**src/rtl/bin_to_bcd_display.sv**
```systemverilog
// Binary-to-BCD converter (double dabble) with leading-zero blanking and halt code for the 7-segment digits.
// Latency: WIDTH+1 cycles from accepted start to done; halt requests complete on the accepting edge.
// Backpressure: none; start is ignored while busy, and bcd_o holds until the next completion.
module bin_to_bcd_display #(
    parameter int WIDTH  = 16,
    parameter int DIGITS = 5
) (
    input  logic                  clk_i,
    input  logic                  rst_ni,
    input  logic                  start_i,
    input  logic [WIDTH-1:0]      value_i,
    input  logic                  halt_i,
    input  logic                  blank_zeros_i,
    output logic [4*DIGITS-1:0]   bcd_o,
    output logic                  busy_o,
    output logic                  done_o
);

    localparam int AW         = 4 * DIGITS;
    localparam int CW         = (WIDTH > 1) ? $clog2(WIDTH) : 1;
    localparam int MIN_DIGITS = (WIDTH * 30103 + 99999) / 100000;
    localparam logic [CW-1:0] LAST_BIT   = CW'(WIDTH - 1);
    localparam logic [3:0]    BLANK_CODE = 4'hE;
    localparam logic [3:0]    HALT_CODE  = 4'hF;

    generate
        if (DIGITS < MIN_DIGITS || WIDTH < 2) begin : g_bad_cfg
            $error("bin_to_bcd_display: DIGITS too small for WIDTH, or WIDTH < 2");
        end
    endgenerate

    typedef enum logic [1:0] {
        S_IDLE,
        S_SHIFT,
        S_BLANK
    } state_t;

    state_t            state_q, state_d;
    logic [WIDTH-1:0]  sr_q, sr_d;
    logic [AW-1:0]     acc_q, acc_d;
    logic [CW-1:0]     cnt_q, cnt_d;
    logic              blank_q, blank_d;
    logic [AW-1:0]     bcd_q, bcd_d;
    logic              done_q, done_d;

    logic [AW-1:0]     acc_adj;
    logic [AW-1:0]     disp;
    logic              leading;

    // Add-3 correction so each digit carries correctly into the next after the shift.
    always_comb begin
        acc_adj = acc_q;
        for (int i = 0; i < DIGITS; i++) begin
            if (acc_q[4*i +: 4] >= 4'd5) begin
                acc_adj[4*i +: 4] = acc_q[4*i +: 4] + 4'd3;
            end
        end
    end

    // Blank zeros from the top down until the first nonzero; digit 0 always shows.
    always_comb begin
        disp    = acc_q;
        leading = blank_q;
        for (int i = DIGITS - 1; i >= 1; i--) begin
            if (leading && (acc_q[4*i +: 4] == 4'd0)) begin
                disp[4*i +: 4] = BLANK_CODE;
            end else begin
                leading = 1'b0;
            end
        end
    end

    always_comb begin
        state_d = state_q;
        sr_d    = sr_q;
        acc_d   = acc_q;
        cnt_d   = cnt_q;
        blank_d = blank_q;
        bcd_d   = bcd_q;
        done_d  = 1'b0;
        case (state_q)
            S_IDLE: begin
                if (start_i) begin
                    if (halt_i) begin
                        bcd_d  = {DIGITS{HALT_CODE}};
                        done_d = 1'b1;
                    end else begin
                        sr_d    = value_i;
                        blank_d = blank_zeros_i;
                        acc_d   = '0;
                        cnt_d   = '0;
                        state_d = S_SHIFT;
                    end
                end
            end
            S_SHIFT: begin
                acc_d = {acc_adj[AW-2:0], sr_q[WIDTH-1]};
                sr_d  = {sr_q[WIDTH-2:0], 1'b0};
                cnt_d = cnt_q + CW'(1);
                if (cnt_q == LAST_BIT) begin
                    state_d = S_BLANK;
                end
            end
            S_BLANK: begin
                bcd_d   = disp;
                done_d  = 1'b1;
                state_d = S_IDLE;
            end
            default: begin
                state_d = S_IDLE;
            end
        endcase
    end

    always_ff @(posedge clk_i) begin
        if (!rst_ni) begin
            state_q <= S_IDLE;
            sr_q    <= '0;
            acc_q   <= '0;
            cnt_q   <= '0;
            blank_q <= 1'b0;
            bcd_q   <= {DIGITS{BLANK_CODE}};
            done_q  <= 1'b0;
        end else begin
            state_q <= state_d;
            sr_q    <= sr_d;
            acc_q   <= acc_d;
            cnt_q   <= cnt_d;
            blank_q <= blank_d;
            bcd_q   <= bcd_d;
            done_q  <= done_d;
        end
    end

    assign bcd_o  = bcd_q;
    assign busy_o = (state_q != S_IDLE);
    assign done_o = done_q;

    a_busy_done_excl: assert property (@(posedge clk_i) disable iff (!rst_ni) !(busy_o && done_o));

endmodule

```
**config.mk**
```make
export PLATFORM = sky130hd
export DESIGN_NAME = bin_to_bcd_display
export DESIGN_NICKNAME = d
export VERILOG_FILES = /design/src/rtl/bin_to_bcd_display.sv
export SDC_FILE = /design/constraint.sdc
export NUM_CORES = 1
export LEC_CHECK = 0
export CORE_MARGIN = 2
export CORE_UTILIZATION = 54
export CTS_CLUSTER_SIZE = 24
export DETAILED_ROUTE_END_ITERATION = 10
export GPL_ROUTABILITY_DRIVEN = 0
export GPL_TIMING_DRIVEN = 0
export PLACE_DENSITY = 0.8
export RECOVER_POWER = 50
export SLEW_MARGIN = 20
export SYNTH_ARGS = -nofsm -noshare
export SYNTH_HDL_FRONTEND = slang
export SYNTH_SLANG_ARGS = --single-unit
```
**constraint.sdc**
```tcl
create_clock -name clk_i -period 2.1 [get_ports clk_i]
set_input_delay 0.42 -clock clk_i [delete_from_list [all_inputs] [get_ports clk_i]]
set_output_delay 0.42 -clock clk_i [all_outputs]
set_load 0.02 [all_outputs]
```
# After elaboration in Yosys (flattened, before gate mapping)
# Index checks and enable logic that the tools add are counted.
# totals
inputBits	21
out_inout_bits	22
reg_bits	64
word_cells	73
# op_classes
n_reduce_logical	16
n_addsub	6
n_lt_le_gt_ge	5
eq_ne	7
n_bitwise	1
mux	31
# op_table
cell	n
20-bit 2-to-1 mux	4
20-bit one-hot mux with 2 select lines	2
4-bit 2-to-1 mux	10
16-bit 2-to-1 mux	2
16-bit one-hot mux with 2 select lines	1
4-bit by 3-bit greater-or-equal comparator with 1-bit output, second input constant	5
4-bit by 2-bit adder with 4-bit output, second input constant	4
4-bit zero test	4
3-bit AND reduction	4
2-bit != test, second input constant	4
4-bit one-hot mux with 2 select lines	1
2-bit 2-to-1 mux	3
2-bit nonzero test	3
1-bit 2-to-1 mux	5
4-bit by 1-bit adder with 4-bit output, second input constant	1
4-bit equality test, second input constant	1
1-bit logical AND	4
2-bit one-hot mux with 2 select lines	1
3-bit by 2-bit adder with 3-bit output, second input constant	1
3-bit 2-to-1 mux	1
2-bit by 1-bit equality test with 1-bit output, second input constant	1
2-bit equality test, second input constant	1
2-bit zero test	1
1-bit one-hot mux with 2 select lines	1
1-bit inverter	1

# Logic depth before layout (Yosys ltp)
# logic_depth
depth_word	10
ltp_mapped	7
ltp_nobuf	6

# Worst setup path after synthesis
# No wires, ideal clock.
# synth_timing
path_type	reg-to-reg
startpoint	register acc_q[8]
endpoint	register bcd_q[4] (netlist: bcd_o[4])
path_buffers	0
setup_time_ns	0.119
stages_incl_launch_ff	7
arrival_time_ns	1.497
period_less_slack_ns	1.616
setup_slack_ns	0.484
t_required_ns	1.981
cell_sequence	dfxtp_1 > inv_1 > ha_1 > or3b_4 > nor4_4 > a31oi_1 > o221a_1
# synth_between
elab_chain_cells	6
# synth_rtl
element	line_no	rtl
start: declaration	40	logic [AW-1:0] acc_q, acc_d;
start signal: assignment	119	acc_q <= '0;
start signal: assignment	127	acc_q <= acc_d;
4-bit zero test	65	if (leading && (acc_q[4*i +: 4] == 4'd0)) begin
1-bit logical AND	65	
1-bit 2-to-1 mux	65	
1-bit logical AND	65	
4-bit 2-to-1 mux	65	
20-bit one-hot mux with 2 select lines	81	case (state_q)
end signal: assignment	122	bcd_q <= {DIGITS{BLANK_CODE}};
end: declaration	43	logic [AW-1:0] bcd_q, bcd_d;
# Every way passes these cells.
# A chain may end at the register's enable or synchronous reset.

# Worst setup path in the final report
# layout_timing
startpoint	input start_i
endpoint	register sr_q[2]
# layout_between
elab_chain_cells	2
# layout_rtl
element	line_no	rtl
start: declaration	10	input logic start_i,
2-bit != test (no line)	--	
3-bit AND reduction (no line)	--	
end signal: assignment	126	sr_q <= sr_d;
end: declaration	39	logic [WIDTH-1:0] sr_q, sr_d;
# Every way passes these cells.

==> qor.txt <==
result of the run -> complete, no violations
most frequent cell after synthesis -> sky130_fd_sc_hd__dfxtp_1
share of synthesized cell area in full adder, half adder and majority cells -> 0.0647
clock share of power -> 0.399
slew of the pin with the lowest slew margin -> 0.605 ns
Layout Area Growth over Synthesis -> 24.0%
antenna-violating nets left -> 0
core outline area -> 0.00514 sq mm
final wirelength -> 6.49 mm
delay of the slowest critical-path stage -> 0.55 ns
min Tclk post-route -> 1.88 ns
combinational family with the most area after synthesis -> compound AO/OA/AOI/OAI gates
floorplan row count -> 26
yosys synthesis warning count -> 0
clock transition at the registers of the reported paths -> 0.07 ns
share of the synthesized area in the top cell type -> 0.442
number of detailed-routing iterations run before antenna repair -> 4
cell count after synthesis -> 304
horizontal extent of the die -> 77.3 um
Lkg Pwr -> 0.00133 uW
TritonCTS clock tree -> built
setup repair after global routing missed its margin -> no
number of enable flip-flop cells after synthesis -> 0
final count of pins violating max slew -> 0
syn_area_per_cell -> 9.54 sq um
insertion delay of the later-clocked pin in the worst-skew pair -> 0.34 ns
worst setup slack before clock tree synthesis -> -0.0682 ns
Power per Cell Area -> 710 mW/mm^2
maximum number of pins on one net before global-route repair -> 11
Die Span Y -> 77.3 um
Initial Util -> 0.564
Clock Tree Root -> sky130_fd_sc_hd__clkbuf_8
input/output buffers -> 42
CP arrival -> 2.07 ns
Inserted Clock Buffers -> 9
Die Outline Area -> 0.00597 sq mm
number of global-route vias before repair -> 2391
ratio of routed vias to standard cells -> 5.68
Post-route DRC -> 0
Post-synth top cells -> sky130_fd_sc_hd__dfxtp_1 (64), sky130_fd_sc_hd__nand2_1 (43), sky130_fd_sc_hd__nor2_1 (26), sky130_fd_sc_hd__ha_1 (15), sky130_fd_sc_hd__a311oi_1 (14)
htree depth -> 3
proportion of register bits with asynchronous set or reset after synthesis -> 0
number of synthesized register bits -> 64
post-detailed-placement cell area -> 0.00341 sq mm
number of fill cells -> 448
data required time at the worst endpoint -> 2.29 ns
switching part of the total -> 0.243
multiplexer fraction of the synthesized cell area -> 0.0224
final-report hold violation count -> 0
Max Clock Freq -> 531 MHz
Crit Path Max Fanout -> 10
sequential share of power -> 0.501
Startpoint Class -> input port
estimated wirelength of the detail-placed design -> 4.54 mm
library cell with the largest summed area after synthesis -> sky130_fd_sc_hd__dfxtp_1
distinct cell type count after synthesis -> 45
Worst Setup End Kind -> register
Net Count, Synth -> 340
HP Class -> reg -> reg
xor/xnor share of the synthesized area -> 0.0242
cell chain of the critical path -> dlygate4sd3_1 -> nand2b_1 -> a21oi_4 -> clkbuf_1 -> a311oi_1
relative max-transition margin -> 0.595
post-DR wirelength/cell -> 15.0 um
Final Setup Violations -> 0
cell types with the largest area share after synthesis -> sky130_fd_sc_hd__dfxtp_1 (44%), sky130_fd_sc_hd__ha_1 (6.5%), sky130_fd_sc_hd__nand2_1 (5.6%)
maximum vdd ir drop -> 0.483 mV
Max clock buf depth -> 2
fraction of the mapped netlist area in compound gates -> 0.245
most used flip-flop cell after synthesis -> sky130_fd_sc_hd__dfxtp_1
total number of clock tree sinks -> 64
Max Cap Violations -> 0
type of the worst setup path -> in -> reg
worst-case clock skew -> 0.00863 ns
wire length of the first global-routing pass -> 11.3 mm
initial detailed-routing violation count -> 136
GRT Resource Usage Total -> 0.239
overall via count from detail_route -> 2449
Design Area, Final -> 0.00359 sq mm
GRT Residual Overflow -> 0
Net count, final -> 393
sequential-to-total area share from yosys stat -> 0.442
worst setup margin -> 0.217 ns
Net Sw Power -> 619 uW
Antenna diodes -> 0
number of buffers inserted by hold repair at cts -> 0
I/O pins -> 43
final clock period utilization by the worst path -> 0.897
postcts setup bufs -> 0
Pint -> 1930 uW
share of synthesized cell area in and, or, nand and nor gates -> 0.155
fraction of layout cells with a size suffix above 1 -> 0.114
combined area of all synthesized cells -> 0.00290 sq mm
relative contribution of combinational cells to total power -> 0.100
number of antenna violations at the first check in global routing -> 0
library cell contributing the largest single delay on the critical path -> sky130_fd_sc_hd__dlygate4sd3_1
[worst max-delay path, delay by kind of cell]
family / cells / cell delay, ns
buffers and inverters: 2 / 0.97
AND/OR/NAND/NOR: 1 / 0.15
AO/OA/AOI/OAI: 2 / 0.52
[power by group through the flow]
stage / combinational (uW) / clock [uW] / sequential [uW]
final: 255 / 1020 / 1280
after global routing: 284 / 1100 / 1280
after CTS: 259 / 1040 / 1280
after detailed placement: 258 / 0 / 1300
after global placement: 253 / 0 / 1300
after floorplan: 148 / 0 / 1310
[cell usage in the layout (no fill, tap or decap), types with 3 or more instances in the layout]
| master | n |
|---|---|
| sky130_fd_sc_hd__dfxtp_1 | 64 |
| sky130_fd_sc_hd__o32ai_1 | 11 |
| sky130_fd_sc_hd__o21ai_0 | 8 |
| sky130_fd_sc_hd__inv_1 | 13 |
| sky130_fd_sc_hd__o22ai_1 | 4 |
| sky130_fd_sc_hd__nand2_1 | 43 |
| sky130_fd_sc_hd__ha_1 | 15 |
| sky130_fd_sc_hd__a32o_1 | 5 |
| sky130_fd_sc_hd__nor2_1 | 26 |
| sky130_fd_sc_hd__o2bb2ai_1 | 8 |
| sky130_fd_sc_hd__mux2_2 | 4 |
| sky130_fd_sc_hd__o211ai_1 | 3 |
| sky130_fd_sc_hd__clkbuf_8 | 10 |
| sky130_fd_sc_hd__o311ai_0 | 3 |
| sky130_fd_sc_hd__buf_4 | 3 |
| sky130_fd_sc_hd__a211oi_1 | 3 |
| sky130_fd_sc_hd__clkinv_2 | 3 |
| sky130_fd_sc_hd__nand2b_1 | 9 |
| sky130_fd_sc_hd__a22o_1 | 8 |
| sky130_fd_sc_hd__o22a_2 | 3 |
| sky130_fd_sc_hd__clkbuf_1 | 7 |
| sky130_fd_sc_hd__buf_2 | 8 |
| sky130_fd_sc_hd__nor3_1 | 3 |
| sky130_fd_sc_hd__dlygate4sd3_1 | 22 |
| sky130_fd_sc_hd__a21oi_1 | 9 |
| sky130_fd_sc_hd__clkdlybuf4s50_1 | 19 |
| sky130_fd_sc_hd__a311oi_1 | 14 |
| sky130_fd_sc_hd__xnor2_1 | 7 |
[registers in the layout (all words and copies together), names as in the netlist]
name and cells:
cnt_q 4, sr_q 16, acc_q 20, done_o 1, state_q 2, bcd_o 20, blank_q 1
[metrics by stage]
stage / TNS [ns] / util / total power (uW) / cells / hold WS [ns]
final: 0 / 0.699 / 2550 / 431 / 0.472
after global routing: 0 / 0.699 / 2660 / 431 / 0.477
after CTS: 0 / 0.699 / 2570 / 431 / 0.472
after detailed placement: -0.679 / 0.663 / 1560 / 416 / 0.455
after global placement: -0.705 / 0.663 / 1550 / 416 / 0.448
after floorplan: 0 / - / 1460 / 304 / 0.433
[worst paths after layout]
path	cells past startpoint	slack [ns]	startpoint	end
worst max-delay path	5	0.22	start_i	sr_q[2]
worst min-delay path	2	0.47	bcd_o[10]	bcd_o[10]
worst max register to register	6	0.25	acc_q[8]	bcd_o[4]
worst min register to register	2	0.47	bcd_o[10]	bcd_o[10]
[layer usage]
metal,GRT usage,routed length [um],vias to the layer above
li1,-,-,1217
met1,0.309,3070,1164
met2,0.374,2940,60
met3,0.0741,379,8
met4,0.0857,97,0
met5,0,0,-
[what timing repair did]
| action | 4_1_cts | 5_1_grt |
|---|---|---|
| endpoints found under the setup margin | 0 | 1 |
| endpoints found under the hold margin | 0 | 0 |
| resized for setup | 0 | 1 |
[logic make-up (layout without fill, tap and decap cells)]
logic type      count (synthesis)  after routing
simple gates                   93             93
fa+ha+maj                      15             15
compound gates                 88             88
xor+xnor                        8              8
flops                          64             64
buf+inv                        30             87
mux                             6              6
[area by class of cell]
cell class | count | area [sq um] | area share
clock buffer | 11 | 141 | 0.0393
clock inverter | 4 | 45.0 | 0.0125
buffer | 17 | 85.1 | 0.0237
multi-input combinational | 210 | 1480 | 0.412
inverter | 13 | 48.8 | 0.0136
tap | 70 | 87.6 | 0.0244
timing repair buffer | 42 | 423 | 0.118
sequential | 64 | 1280 | 0.356
Power figures use the tool's default switching activity.
==> edit 1: new RTL, same settings <==
Reset style: asynchronous (`rst_ni`), changed in one clocked block.
--- a/src/rtl/bin_to_bcd_display.sv
+++ b/src/rtl/bin_to_bcd_display.sv
@@ -114,3 +114,3 @@
 
-    always_ff @(posedge clk_i) begin
+    always_ff @(posedge clk_i or negedge rst_ni) begin
         if (!rst_ni) begin
Behaviour: differs if rst_ni is asserted again (counterexample within 4 cycles, from zero or initial values and one cycle with rst_ni low); with rst_ni held inactive, the same outputs for 10 cycles.
==> edit 1 against the original RTL <==
- area after synthesis increased by 5.2%
- first-iteration DRC count increased by 48%
- worst setup slack got worse by 90 ps
- global-route usage down 0.42 points
- cell count is 2.1% lower
- sequential cell count did not move
- cell area rose by 4.2%
- routed wire length rose by 1.3%
- die area increased by 5.0%
- critical endpoint is now sr_q[14]
Power is not compared: it rests on default switching activity, and its combinational part moved more than twofold at a synthesized area within 25%.
==> edit 1: results (changes against the original RTL) <==
* Asr flop ratio synth at 100% (was 0%)
* Final Non-Filler Cells at 422 (was 431)
* Unique masters post-synth at 43 (was 45)
* Pin count of the biggest net entering global routing at 41 (was 11)
* Crit path DAT at 2160 ps (was 2070 ps)
* Root Buffer: clkbuf_8 (unchanged)
* Vias in the first global route at 2268 (was 2391)
* Met2 wire length at 3050 um (was 2940 um)
* Synth Area in Compound Gates at 19.6% (was 24.5%)
* Skew-Pair Late Insertion Delay at 340 ps (about the same)
* Routed vias/inst at 5.73 (was 5.68)
* Inst Count DP at 405 (was 416)
* Mux cell area share after synthesis at 0.369% (was 2.24%)
* Reg clk slew, reported paths at 60 ps
* Post-synth net total at 326 (was 340)
* Worst Setup Slack, final at 127 ps (was 217 ps)
* Ranking of synthesized cells by area: dfrtp_1 (40%), dfstp_2 (13%), ha_1 (6.2%) (was dfxtp_1 (44%), ha_1 (6.5%), nand2_1 (5.6%))
* R2R Path Start: acc_q[16] (was acc_q[8])
* R2R Setup Slk at 150 ps (was 250 ps)
* Total global-route track usage at 23.4% (was 23.9%)
* Syn Inst Count at 290 (was 304)
* Area share of the largest cell type after synthesis at 40.2% (was 44.2%)
* Nets at 381 (was 393)
* Pre-antenna DRT Iters at 5 (was 4)
* # fillers at 451 (was 448)
* Post-DP HPWL at 4680 um (was 4540 um)
* Endpoint, Worst Hold: acc_q[0] (was bcd_o[10])
* Starting DRT DRC Count at 201 (was 136)
* # Max-Cap Violations at 0 (unchanged)
* First-pass GRT wire length at 11000 um (was 11300 um)
* Cell Area, Placed at 0.00358 mm^2 (was 0.00341 mm^2)
* FF-to-FF path depth at 6 (unchanged)
* WL final at 6570 um (was 6490 um)
* Skew final at 7.95 ps (was 8.63 ps)
* Metal3 WL at 485 um (was 379 um)
* Synth Area in Adders at 6.15% (was 6.47%)
* Critical Path End: sr_q[14] (was sr_q[2])
* Wl on met1 at 2910 um (was 3070 um)
* Share of cells above drive strength 1 at 12.6% (was 11.4%)
* Worst Hold Launch: sr_q[15] (was bcd_o[10])
* Post-Synth XOR/XNOR Area at 2.01% (was 2.42%)
* CP Launch Point: start_i (unchanged)
* Max transition margin at 58.9% (was 59.5%)
* Outcome: finished clean (unchanged)
* H-Tree Depth at 3 (unchanged)
* Post-Place Worst Slack at -126 ps (was -68.2 ps)
* Port buffer count at 42 (unchanged)
* Hold slack at 494 ps (was 472 ps)
* Worst Hold Class: flop to flop (unchanged)
* Worst hold stages at 2 (unchanged)
* Sequential-to-total area share from yosys stat at 53.1% (was 44.2%)
* Commonest cells post-synth: dfrtp_1 (49), nand2_1 (38), nor2_1 (28), a21oi_1 (17) (was dfxtp_1 (64), nand2_1 (43), nor2_1 (26), ha_1 (15), a311oi_1 (14))
* Worst r2r dst: bcd_o[5] (was bcd_o[4])
edit 1: changes by cell type after synthesis, moves of 7 or more:
cell / unedited run / this run
a21oi_1: 9 / 17
a311oi_1: 14 / 0
a31oi_1: 1 / 13
buf_2: 9 / 2
dfrtp_1: 0 / 49
dfstp_2: 0 / 15
dfxtp_1: 64 / 0
o22a_1: 0 / 7
o2bb2ai_1: 8 / 0
o32ai_1: 11 / 1
edit 1: kinds of logic (layout without fill, tap and decap cells):
kind of cell / count (synthesis) / in the layout
and+or+nand+nor: 91 / 91
AOI/OAI and AO/OA: 83 / 83
DFF: 64 / 64
buffers and inverters: 29 / 89
adders and majority gates: 15 / 15
xor gates and xnor gates: 7 / 7
muxes: 1 / 1
edit 1: worst max-delay path, stage by stage:
cell	delay, ps
dlygate4sd3_1	590
nand2b_1	150
a21oi_2	380
clkbuf_1	460
a31oi_1	150
edit 1: area by class of cell:
type | count | area, um^2 | share of cell area (%)
Sequential cell | 64 | 1620 | 43.3
Multi-Input combinational cell | 197 | 1300 | 34.8
Timing Repair Buffer | 44 | 432 | 11.5
Clock buffer | 12 | 135 | 3.61
Tap cell | 72 | 90.1 | 2.41
Buffer | 16 | 70.1 | 1.87
Inverter | 13 | 48.8 | 1.30
Clock inverter | 4 | 45.0 | 1.20
edit 1: power by group:
part	total (mW)	internal [mW]	switching, mW
clock network	0.990	0.543	0.447
logic	2.66	1.19	1.47
registers	2.26	1.85	0.419
total	5.91	3.58	2.34
edit 1: repair_timing:
item / 4_1_cts / 5_1_grt
gates resized for setup: 1 / 0
endpoints found under the setup margin: 1 / 0
endpoints found under the hold margin: 19 / 0
setup buffers: 0 / 0
hold buffers: 1 / 0
edit 1: per-layer routing:
layer	up-vias	track usage, %
met1	1175	32.2
li1	1154	-
met5	-	0
met4	0	10.9
met3	11	4.66
met2	80	35.9
==> edit 2: new RTL, config.mk and constraints unchanged <==
Made on the original files. `DIGITS`: 5 -> 10.
--- a/src/rtl/bin_to_bcd_display.sv
+++ b/src/rtl/bin_to_bcd_display.sv
@@ -5,3 +5,3 @@
     parameter int WIDTH  = 16,
-    parameter int DIGITS = 5
+    parameter int DIGITS = 10
 ) (
Interface: changed (resized bcd_o); port bits go from 43 to 63. The function was not compared with the original's and may differ.
==> edit 2 against the original RTL <==
- core utilization shrank 4.0 points
- cell area up 59%
- critical path depth rose by 1
- sequential cell count up 40
- area after synthesis up 65%
- worst setup slack got worse by 100 ps
- routed wire length is 80% higher
- power grew 38%
- critical path type unchanged
- largest cell class unchanged
==> edit 2: results (changes against the original RTL) <==
* R2R Path Start: acc_q[36] (was acc_q[8])
* CP Launch Point: halt_i (was start_i)
* Root Buffer: clkbuf_8 (unchanged)
* Antenna violations before repair at 0 (unchanged)
* Total global-route track usage at 24.4% (was 23.9%)
* Worst Hold Launch: bcd_o[27] (was bcd_o[10])
* Max IR drop VDD at 0.000342 V (was 0.000483 V)
* Hold buffers post-CTS at 0 (unchanged)
* Cell Area, Placed at 0.00553 mm^2 (was 0.00341 mm^2)
* Worst Hold Class: flop to flop (unchanged)
* Leak Pwr at 2.16 nW (was 1.33 nW)
* Share of cells above drive strength 1 at 6.41% (was 11.4%)
* Port buffer count at 61 (was 42)
* Internal at 2.63 mW (was 1.93 mW)
* Starting DRT DRC Count at 211 (was 136)
* Synth warn at 0 (unchanged)
* Post-DP HPWL at 8390 um (was 4540 um)
* Worst slew pin tran at 877 ps (was 605 ps)
* Post-Place Worst Slack at -273 ps (was -68.2 ps)
* Vias at 4133 (was 2449)
* Commonest cells post-synth: dfxtp_1 (104), nor2_1 (33), ha_1 (30), a22o_1 (29) (was dfxtp_1 (64), nand2_1 (43), nor2_1 (26), ha_1 (15), a311oi_1 (14))
* Pin count of the biggest net entering global routing at 16 (was 11)
* Reg clk slew, reported paths at 90 ps (was 70 ps)
* Asr flop ratio synth at 0% (unchanged)
* Outcome: finished clean (unchanged)
* Unique masters post-synth at 54 (was 45)
* Drt wl/cell at 17.1 um (was 15.0 um)
* Skew-Pair Late Insertion Delay at 360 ps (was 340 ps)
* Crit path DAT at 2270 ps (was 2070 ps)
* First-pass GRT wire length at 19000 um (was 11300 um)
* Sequential-to-total area share from yosys stat at 43.5% (was 44.2%)
* Ranking of synthesized cells by area: dfxtp_1 (44%), ha_1 (7.8%), a22o_1 (5.3%) (was dfxtp_1 (44%), ha_1 (6.5%), nand2_1 (5.6%))
* H-Tree Depth at 3 (unchanged)
* Pre-antenna DRT Iters at 5 (was 4)
* Antenna cells at 0 (unchanged)
* Nets at 624 (was 393)
* Max clock buf depth at 2 (unchanged)
* Crit Path Max Fanout at 10 (unchanged)
* Post-synth net total at 552 (was 340)
* Vias in the first global route at 3957 (was 2391)
* Skew final at 6.94 ps (was 8.63 ps)
* Cts bufs inserted at 9 (unchanged)
[edit 2: changes by cell type after synthesis, moves of 10 or more]
cell / change
ha_1: +15
a21oi_1: +17
o21ai_0: +14
o32a_1: +11
dfxtp_1: +40
inv_1: +16
nor3_1: +10
a22o_1: +21
clkbuf_1: +11
a311oi_1: -14
nand2_1: -15
o221ai_1: +14
[edit 2: cell type report]
cell class                 instances  area (um^2)
multi-input combinational        338         2490
timing repair buffer              61          609
buffer                            31          129
fill                             740         2950
clock buffer                      12          155
sequential                       104         2080
inverter                          28          105
tap                              108          135
clock inverter                     3         17.5
[edit 2: critical path, cell delays in order]
cell and delay [ps]:
clkdlybuf4s50_1 500, nand2b_1 160, a21o_1 270, clkbuf_1 570, o21ai_0 190, a21boi_0 160
[edit 2: final timing paths]
path	depth (start not counted)	to	slack (ps)
worst max-delay path	6	acc_q[35]	120
worst min-delay path	1	bcd_o[27]	460
worst max register to register	6	bcd_o[11]	150
worst min register to register	1	bcd_o[27]	460
[edit 2: kinds of logic after synthesis]
logic type	count (synthesis)	synth area share, %
muxes	11	2.33
and+or+nand+nor	129	14.4
buffers and inverters	59	4.94
adders and majority gates	30	7.84
AOI/OAI and AO/OA	157	25.0
DFF	104	43.5
xor gates and xnor gates	11	2.01
[edit 2: power groups by stage]
stage / Sequential [mW] / Combinational (mW) / Clock (mW)
floorplan: 2.10 / 0.176 / 0
global placement: 2.09 / 0.321 / 0
detailed placement: 2.09 / 0.328 / 0
CTS: 2.04 / 0.328 / 1.15
global route: 2.05 / 0.353 / 1.22
finish: 2.04 / 0.325 / 1.14
[edit 2: what timing repair did]
action | CTS | global route
gates resized for setup | 1 | 5
setup buffers | 0 | 0
pin swaps | 0 | 1
endpoints found under the setup margin | 1 | 9
[edit 2: stage by stage]
step | std cells | power (mW)
after floorplan | 501 | 2.27
after global placement | 670 | 2.41
after detailed placement | 670 | 2.42
after CTS | 685 | 3.52
after global routing | 685 | 3.62
final | 685 | 3.51
[edit 2: metal layers]
layer | global-route usage, % | part of all wire, % | up-vias | wire [um]
met5 | 0 | 0 | - | 0
met4 | 8.32 | 1.6 | 0 | 193
met3 | 3.44 | 5.1 | 14 | 600
met2 | 42.1 | 49 | 124 | 5700
met1 | 31.5 | 45 | 2011 | 5210
li1 | - | - | 1984 | -
